<file path="src/rtl/set_assoc_cache.sv">
// set_assoc_cache: N-way set-associative write-back, write-allocate data cache with true-LRU replacement
module set_assoc_cache #(
    parameter int LINE_SIZE = 16,
    parameter int NUM_SETS  = 2,
    parameter int NUM_WAYS  = 2
) (
    input  logic                   clk,
    input  logic                   reset,
    input  logic                   is_input_valid,
    input  logic [31:0]            addr,
    input  logic                   mem_read,
    input  logic                   mem_write,
    input  logic [31:0]            din,
    output logic                   is_ready,
    output logic                   is_output_valid,
    output logic [31:0]            dout,
    output logic                   is_hit,
    output logic                   dm_is_input_valid,
    output logic [31:0]            dm_addr,
    output logic                   dm_mem_read,
    output logic                   dm_mem_write,
    output logic [LINE_SIZE*8-1:0] dm_din,
    input  logic                   dm_is_output_valid,
    input  logic [LINE_SIZE*8-1:0] dm_dout,
    input  logic                   dm_ready
);
    localparam int OFF = $clog2(LINE_SIZE);
    localparam int IDX = $clog2(NUM_SETS);
    localparam int TW  = 32 - OFF - IDX;
    localparam int AW  = NUM_WAYS > 1 ? $clog2(NUM_WAYS) : 1;
    localparam int IW  = IDX > 0 ? IDX : 1;
    localparam int WW  = OFF > 2 ? OFF - 2 : 1;
    localparam int LB  = LINE_SIZE * 8;

    localparam logic [2:0] IDLE      = 3'd0;
    localparam logic [2:0] COMPARE   = 3'd1;
    localparam logic [2:0] WB_REQ    = 3'd2;
    localparam logic [2:0] FILL_REQ  = 3'd3;
    localparam logic [2:0] FILL_WAIT = 3'd4;

    logic [2:0]    state;
    logic [31:0]   req_addr;
    logic [31:0]   req_din;
    logic          req_write;
    logic          first_hit;
    logic [AW-1:0] victim;

    logic          valid [NUM_SETS][NUM_WAYS];
    logic          dirty [NUM_SETS][NUM_WAYS];
    logic [AW-1:0] age   [NUM_SETS][NUM_WAYS];
    logic [TW-1:0] tags  [NUM_SETS][NUM_WAYS];
    logic [LB-1:0] data  [NUM_SETS][NUM_WAYS];

    logic [IW-1:0] set_idx;
    logic [WW-1:0] wsel;
    logic [TW-1:0] req_tag;
    logic          hit;
    logic [AW-1:0] hit_way;
    logic [AW-1:0] vic_way;
    logic          found_inv;

    assign req_tag  = req_addr[31:OFF+IDX];
    assign is_ready = (state == IDLE) && !reset;

    if (IDX > 0) begin : g_idx
        assign set_idx = req_addr[OFF+IDX-1:OFF];
    end else begin : g_noidx
        assign set_idx = '0;
    end

    if (OFF > 2) begin : g_wsel
        assign wsel = req_addr[OFF-1:2];
    end else begin : g_nowsel
        assign wsel = '0;
    end

    // Tag lookup in the addressed set, plus replacement choice: first invalid way, else the oldest
    always_comb begin
        hit = 1'b0;
        hit_way = '0;
        vic_way = '0;
        found_inv = 1'b0;
        for (int w = 0; w < NUM_WAYS; w++) begin
            if (valid[set_idx][w] && tags[set_idx][w] == req_tag && !hit) begin
                hit = 1'b1;
                hit_way = AW'(w);
            end
            if (!valid[set_idx][w] && !found_inv) begin
                found_inv = 1'b1;
                vic_way = AW'(w);
            end
        end
        if (!found_inv)
            for (int w = 0; w < NUM_WAYS; w++)
                if (age[set_idx][w] == AW'(NUM_WAYS - 1))
                    vic_way = AW'(w);
    end

    // Request acceptance, hit completion, write-back/refill sequencing and LRU upkeep
    always_ff @(posedge clk) begin
        if (reset) begin
            state <= IDLE;
            is_output_valid <= 1'b0;
            is_hit <= 1'b0;
            dout <= '0;
            dm_is_input_valid <= 1'b0;
            dm_mem_read <= 1'b0;
            dm_mem_write <= 1'b0;
            dm_addr <= '0;
            dm_din <= '0;
            for (int s = 0; s < NUM_SETS; s++)
                for (int w = 0; w < NUM_WAYS; w++) begin
                    valid[s][w] <= 1'b0;
                    dirty[s][w] <= 1'b0;
                    age[s][w] <= '0;
                end
        end else begin
            is_output_valid <= 1'b0;
            dm_is_input_valid <= 1'b0;
            dm_mem_read <= 1'b0;
            dm_mem_write <= 1'b0;
            dm_addr <= '0;
            dm_din <= '0;
            case (state)
                IDLE: if (is_input_valid && (mem_read ^ mem_write)) begin
                    req_addr <= addr;
                    req_din <= din;
                    req_write <= mem_write;
                    first_hit <= 1'b1;
                    state <= COMPARE;
                end
                COMPARE: if (hit) begin
                    if (req_write) begin
                        data[set_idx][hit_way][32*wsel +: 32] <= req_din;
                        dirty[set_idx][hit_way] <= 1'b1;
                    end else
                        dout <= data[set_idx][hit_way][32*wsel +: 32];
                    for (int w = 0; w < NUM_WAYS; w++)
                        if (AW'(w) == hit_way)
                            age[set_idx][w] <= '0;
                        else if (age[set_idx][w] < age[set_idx][hit_way])
                            age[set_idx][w] <= age[set_idx][w] + 1'b1;
                    is_output_valid <= 1'b1;
                    is_hit <= first_hit;
                    state <= IDLE;
                end else begin
                    first_hit <= 1'b0;
                    victim <= vic_way;
                    state <= (valid[set_idx][vic_way] && dirty[set_idx][vic_way]) ? WB_REQ : FILL_REQ;
                end
                WB_REQ: if (dm_ready) begin
                    dm_is_input_valid <= 1'b1;
                    dm_mem_write <= 1'b1;
                    dm_addr <= (32'(tags[set_idx][victim]) << (OFF + IDX)) | (32'(set_idx) << OFF);
                    dm_din <= data[set_idx][victim];
                    state <= FILL_REQ;
                end
                FILL_REQ: if (dm_ready) begin
                    dm_is_input_valid <= 1'b1;
                    dm_mem_read <= 1'b1;
                    dm_addr <= req_addr & ~32'(LINE_SIZE - 1);
                    state <= FILL_WAIT;
                end
                FILL_WAIT: if (dm_is_output_valid) begin
                    data[set_idx][victim] <= dm_dout;
                    tags[set_idx][victim] <= req_tag;
                    valid[set_idx][victim] <= 1'b1;
                    dirty[set_idx][victim] <= 1'b0;
                    // A refilled way enters as the oldest so the hit that follows ages the others correctly
                    age[set_idx][victim] <= AW'(NUM_WAYS - 1);
                    state <= COMPARE;
                end
                default: state <= IDLE;
            endcase
        end
    end
endmodule

</file>
<file path="config.mk">
export PLATFORM = sky130hd
export DESIGN_NAME = set_assoc_cache
export DESIGN_NICKNAME = d
export VERILOG_FILES = /design/src/rtl/set_assoc_cache.sv
export SDC_FILE = /design/constraint.sdc
export NUM_CORES = 1
export LEC_CHECK = 0
export CORE_ASPECT_RATIO = 0.5
export CORE_UTILIZATION = 35
export DETAILED_ROUTE_END_ITERATION = 6
export MAX_ROUTING_LAYER = met4
export PLACE_DENSITY = 0.62
export SETUP_SLACK_MARGIN = 0.3
export SKIP_CTS_REPAIR_TIMING = 1
export SYNTH_ARGS = -nofsm -noshare
export SYNTH_HDL_FRONTEND = slang
export SYNTH_SLANG_ARGS = --single-unit
export TNS_END_PERCENT = 50
</file>
<file path="constraint.sdc">
create_clock -name clk -period 4.1 [get_ports clk]
set_input_delay 0.82 -clock clk [delete_from_list [all_inputs] [get_ports clk]]
set_output_delay 0.82 -clock clk [all_outputs]
set_load 0.05 [all_outputs]
</file>
Yosys cells after proc, flatten, opt, wreduce, memory -nomap -nowiden. Memory sizes are Yosys's and may differ from the RTL's. A register that Yosys moved wholly into a read port is not among the register bits. Cells that the tools add are included.

Input port bits: 199. Memories kept: 5. Word-level logic and storage cells: 711. Memory bits (writable): 632. Output and inout port bits: 198. Register bits after elaboration: 267. Bits in latches: 0. Bits in read-only memories: 0.

Reduce and logical (&&, ||, !) cells: 29. Equal/unequal tests: 11. $add $sub $neg: 3. Bitwise logic cells: 275. Muxes and demuxes: 364. Magnitude comparators: 7. Shift-type cells: 3. $mul: 0. Divide/modulo/power cells: 0.

Memory list: data (words 2, width 256, rd ports 1, clocked after Yosys merged registers in 1, wr ports 1, line 52) `logic [LB-1:0] data [NUM_SETS][NUM_WAYS];`; tags (words 2, width 54, rd ports 1, clocked after Yosys merged registers in 1, wr ports 1, line 51) `logic [TW-1:0] tags [NUM_SETS][NUM_WAYS];`; age (words 2, width 2, rd ports 1, clocked after Yosys merged registers in 1, wr ports 2, line 50) `logic [AW-1:0] age [NUM_SETS][NUM_WAYS];`; dirty (words 2, width 2, rd ports 1, clocked after Yosys merged registers in 1, wr ports 2, line 49) `logic dirty [NUM_SETS][NUM_WAYS];`; valid (words 2, width 2, rd ports 1, clocked after Yosys merged registers in 1, wr ports 2, line 48) `logic valid [NUM_SETS][NUM_WAYS];`.

Operator list (count): 2-to-1 mux 128 bit (8); 2-to-1 mux 256 bit (2); 2-to-1 mux 1 bit (326); bitwise OR 1 bit (262); demux 128 bit (select 1 bit) (2); variable shift 32 x 34 -> 128 bit (first input constant) (1); variable part select 128 x 8 -> 32 bit (1); variable part select 32 x 34 -> 128 bit (1); 2-to-1 mux 27 bit (4); 2-to-1 mux 32 bit (2); one-hot mux 32 bit (2 select lines) (1); == test 27 bit (2); 2-to-1 mux 54 bit (1); negation 7 -> 34 bit (1); bitwise OR 32 x 5 -> 32 bit (1); demux 27 bit (select 1 bit) (1); 2-to-1 mux 2 bit (9); OR reduction 2 bit (8); one-hot mux 3 bit (5 select lines) (1); 2-to-1 mux 3 bit (4); logical AND 1 bit (9); AND reduction 3 bit (3); inequality test 2 bit (second input constant) (4); NOT 1 bit (8); 18 further kinds (30).

Longest topological paths before layout.
Depth in word-level cells: 21. Mapped depth: 15.

Worst setup path after synthesis. OpenSTA, ideal clock, no wires.

Kind: input to register. From: input port reset. To: register first_hit, enable pin. Path slack: -0.508 ns. Stages: 5. Library setup time: 0.295 ns. Data required time: 3.805 ns. Data arrival time: 4.313 ns. Path buffers: 1. Cells stage by stage: clkbuf_1 -> nor4_1 -> nand3_1 -> inv_1 -> or2_2.

Cells in the longest elaborated chain, start to end: 2.

Ends and longest elaborated chain: start, declared (line 8) `input logic reset,`; NOT 1 bit (no source line); AND reduction 4 bit (no source line); end signal, assigned (line 129) `first_hit <= 1'b1;`; end signal, assigned (line 147) `first_hit <= 1'b0;`; end, declared (line 45) `logic first_hit;`.

Every way passes these cells. A chain may end at the register's enable or synchronous reset.

==> impl_summary.log <==
[metrics] result of the run: completed
[metrics] TritonCTS Sinks: 894
[metrics] cts bufs inserted: 84
[metrics] Final nets: about 3800
[metrics] maximum number of pins on one net before global-route repair: about 130
[metrics] Vias per Instance: approximately 5.6
[metrics] crit path buf inv count: 7
[metrics] count of max-cap constraint violations: 0
[metrics] detailed router's first-iteration violation count: roughly 3300
[metrics] Setup WS post-layout: around 0.41 ns
[metrics] static leakage power: 17.1 nW
[metrics] Die ar.: between 0.1 and 0.15 mm^2
[metrics] initial core utilization: between 30% and 40%
[metrics] Post-synth top flop: sky130_fd_sc_hd__edfxtp_1
[metrics] critical path's top delay family: buffers and inverters
[metrics] Floorplan Core Area: 0.113 mm^2
[metrics] CP required: between 4 and 5 ns
[metrics] worst-case clock buffer depth: 3
[metrics] power density cells: about 400 mW/mm^2
[metrics] final critical-path share of the clock period: between 80% and 90%
[metrics] crit-path cells: buf_4 -> buf_12 -> mux2i_4 -> xor2_2 -> nand2_2 -> nor4_4 -> o2111ai_4 -> buf_12 -> buf_8 -> buf_12 -> buf_4 -> and3_1 -> nor4_1 -> a31oi_1 -> buf_4 -> a22o_1
[metrics] iteration count of the initial detailed-routing pass: 5
[metrics] worst clock skew: ~0.049 ns
[metrics] antenna violations before repair: 21
[metrics] placed cell count: 5026
[metrics] final slew viol count: 0
[metrics] Buffers on Ports: between 300 and 400
[metrics] maximum fanout along the worst path: 27
[metrics] last weighted congestion value of the routability-driven placer: around 0.90
[metrics] Flop pwr share: a little under 50%
[metrics] shortest period the worst path allows: between 3 and 4 ns
[metrics] Fillers: around 10000
[metrics] via count of the first global-routing pass: 28400
[metrics] post-route cell area: ~0.050 mm^2
[metrics] CP endpoint kind: flip-flop
[metrics] row count: 87
[metrics] fraction of the yosys area taken by sequential cells: between 60 and 70%
[metrics] transition time at the pin with the least slew margin: between 1 and 1.5 ns
[metrics] number of remaining DRC errors: 0
[metrics] vias after detailed routing: about 29000
[metrics] WP data arrival: about 4.3 ns
[metrics] Net Sw Frac: 24.6%
[metrics] top-level I/O count: just under 400
[metrics] GRT Overall Usage: between 20% and 30%
[metrics] synth warn: 0
[metrics] area grow syn2layout: 25.1%
[metrics] final hold viol count: 0
[metrics] pre-CTS setup slack: 0.0466 ns
[metrics] wire length per cell: between 20 and 30 um
[metrics] Post-synth EDFFs: 697
[metrics] TritonCTS clock tree: built
[metrics] Die Wd: roughly 480 um
[metrics] headroom to the max-slew limit: approximately 30%
[metrics] HP Class: flip-flop to flip-flop
[metrics] count of endpoints failing setup in the final report: 0
[metrics] netlist area before placement: around 0.04 mm^2
[metrics] ratio of cells with drive above 1 in the final layout: ~16%
[metrics] Multi-input gate area: about 0.014 mm^2
[metrics] Final HPWL DP: around 90000 um
[metrics] share of synthesized flip-flops with an asynchronous set or reset: 0%
[metrics] number of standard cells after synthesis: about 3200
[metrics] Cell Area, Placed: around 0.047 mm^2
[metrics] share of total power in combinational logic: approximately a tenth
[metrics] worst-case register-to-register setup slack: 0.41 ns
[metrics] Worst path slowest cell: sky130_fd_sc_hd__dfxtp_4
[metrics] global-route wire length before repair: approximately 190000 um
[metrics] cell at the root of the clock tree: sky130_fd_sc_hd__clkbuf_16
[metrics] internal power consumption: 15.3 mW
[metrics] number of distinct library cells after synthesis: 63
[metrics] critical path startpoint category: flip-flop
[metrics] total of flip-flops plus latches after synthesis: roughly 900
[metrics] biggest cell delay along the critical path: 0.43 ns
[metrics] H-tree levels: 3
[metrics] antenna-violating nets left: 0
[metrics] clock network fraction of design power: 40.7%
[metrics] final sum of negative setup slack: 0 ns
[metrics] type of the setup path with the least slack: flip-flop to flip-flop
[metrics] worst skew pair latency: roughly 0.71 ns
[metrics] clock slew at the register clock pins of the worst setup and hold paths: 0.07 ns
[metrics] FF/Latch Area: between 0.02 and 0.025 mm^2
[metrics] y dimension of the die: around 240 um
[metrics] RSZ-0062 raised after global routing: no
[metrics] IR Drop Worst-Case VDD: ~0.00028 V
[metrics] Synth Area per Inst: 12.4 um^2
[metrics] Layout Cells excl Fill: between 5000 and 6000
[metrics] remaining global-route overflow: 0
[metrics] total power of the final layout: 20.3 mW
[metrics] fmax: ~0.27 GHz
[metrics] drt total wl: approximately 130000 um
[metrics] Sw Pwr: approximately 5 mW
[kinds of logic after synthesis]
| family | after synthesis | synth area share (%) |
|---|---|---|
| AOI/OAI and AO/OA | 556 | 8.05 |
| xor gates and xnor gates | 57 | 1.25 |
| adders and majority gates | 5 | 0.157 |
| buffers and inverters | 271 | 2.81 |
| DFF | 894 | 62.5 |
| muxes | 244 | 11.0 |
| other | 1 | 0.00942 |
| and+or+nand+nor | 1171 | 14.3 |
[cells in the mapped netlist (33+ instances only)]
cell type	instances	area share, %
sky130_fd_sc_hd__and3_1	257	4.0
sky130_fd_sc_hd__dfxtp_1	197	9.9
sky130_fd_sc_hd__edfxtp_1	697	53
sky130_fd_sc_hd__a211oi_1	55	1.0
sky130_fd_sc_hd__mux4_2	150	8.5
sky130_fd_sc_hd__nor2_1	45	0.42
sky130_fd_sc_hd__nand3_1	40	0.50
sky130_fd_sc_hd__mux2i_1	59	1.5
sky130_fd_sc_hd__a21oi_1	134	1.7
sky130_fd_sc_hd__a31oi_1	36	0.57
sky130_fd_sc_hd__nand2_1	611	5.8
sky130_fd_sc_hd__clkbuf_1	205	1.9
sky130_fd_sc_hd__o21ai_0	270	3.4
sky130_fd_sc_hd__xnor2_1	51	1.1
sky130_fd_sc_hd__mux2_2	35	0.99
sky130_fd_sc_hd__nor4_1	108	1.7
sky130_fd_sc_hd__a22o_1	33	0.73
sky130_fd_sc_hd__and2_1	37	0.58
[stage by stage]
stage | util, % | hold slack (ns)
3_3_place_gp | 41.3 | 0.461
4_1_cts | 43.8 | 0.479
5_1_grt | 44.1 | 0.496
2_1_floorplan | - | 0.489
6_report | 44.2 | 0.480
3_5_place_dp | 41.3 | 0.469
[routing by layer]
layer | track usage, % | up-vias | share of wire [%]
met2 | 38.7 | 1217 | 50
met3 | 3.74 | 231 | 7.7
li1 | - | 12900 | -
met4 | 7.80 | 0 | 3.1
met5 | - | - | 0
met1 | 28.8 | 14700 | 39
[state kept, by name (all words and copies together), names as in the netlist, 28 cells and up, named ones only]
register  count
req_addr     30
req_din      32
dm_addr      28
dout         32
tags        108
data        512
dm_din      128
[path summary, 6_finish.rpt]
| check | from | endpoint | depth (start not counted) |
|---|---|---|---|
| max | flip-flop | dout[6]$_SDFFE_PP0P_ | 16 |
| min reg2reg | is_hit$_SDFFE_PP0P_ | is_hit$_SDFFE_PP0P_ | 2 |
| max reg2reg | flip-flop | dout[6]$_SDFFE_PP0P_ | 16 |
| min | is_hit$_SDFFE_PP0P_ | is_hit$_SDFFE_PP0P_ | 2 |
[final cells by class]
type                            instances  area share [%]
Inverter                               12           0.106
Tap cell                             1513            3.80
Antenna cell                           21           0.106
Sequential cell                       894            50.0
Multi-Input combinational cell       2037            28.4
Timing Repair Buffer                  583            11.8
Clock inverter                         33           0.839
Clock buffer                          125            4.95
[worst reg2reg max path: cells and delay by family (launching register included)]
| kind | cells | cell delay, ns |
|---|---|---|
| xor+xnor | 1 | 0.28 |
| compound gates | 3 | 0.46 |
| simple gates | 4 | 0.98 |
| flops | 1 | 0.43 |
| buf+inv | 7 | 1.20 |
| mux | 1 | 0.28 |
[cells in the final DEF, fill, tap and decap left out, types with 55 or more instances in the layout]
master | Yosys | layout
sky130_fd_sc_hd__o21ai_0 | 270 | 270
sky130_fd_sc_hd__nand2_1 | 611 | 610
sky130_fd_sc_hd__dfxtp_1 | 197 | 196
sky130_fd_sc_hd__a21oi_1 | 134 | 134
sky130_fd_sc_hd__mux4_2 | 150 | 150
sky130_fd_sc_hd__mux2i_1 | 59 | 55
sky130_fd_sc_hd__a211oi_1 | 55 | 55
sky130_fd_sc_hd__edfxtp_1 | 697 | 697
sky130_fd_sc_hd__buf_4 | 5 | 147
sky130_fd_sc_hd__clkbuf_16 | 0 | 90
sky130_fd_sc_hd__clkdlybuf4s50_1 | 0 | 390
sky130_fd_sc_hd__and3_1 | 257 | 257
sky130_fd_sc_hd__nor4_1 | 108 | 90
[power by group through the flow]
stage,combinational (mW),sequential [mW],clock (mW)
2_1_floorplan,1.06,10.3,0
3_3_place_gp,2.03,10.2,0
3_5_place_dp,2.05,10.2,0
4_1_cts,2.06,9.97,8.37
5_1_grt,2.22,9.96,8.70
6_report,2.09,9.96,8.26
(Power assumes the default switching activity.)
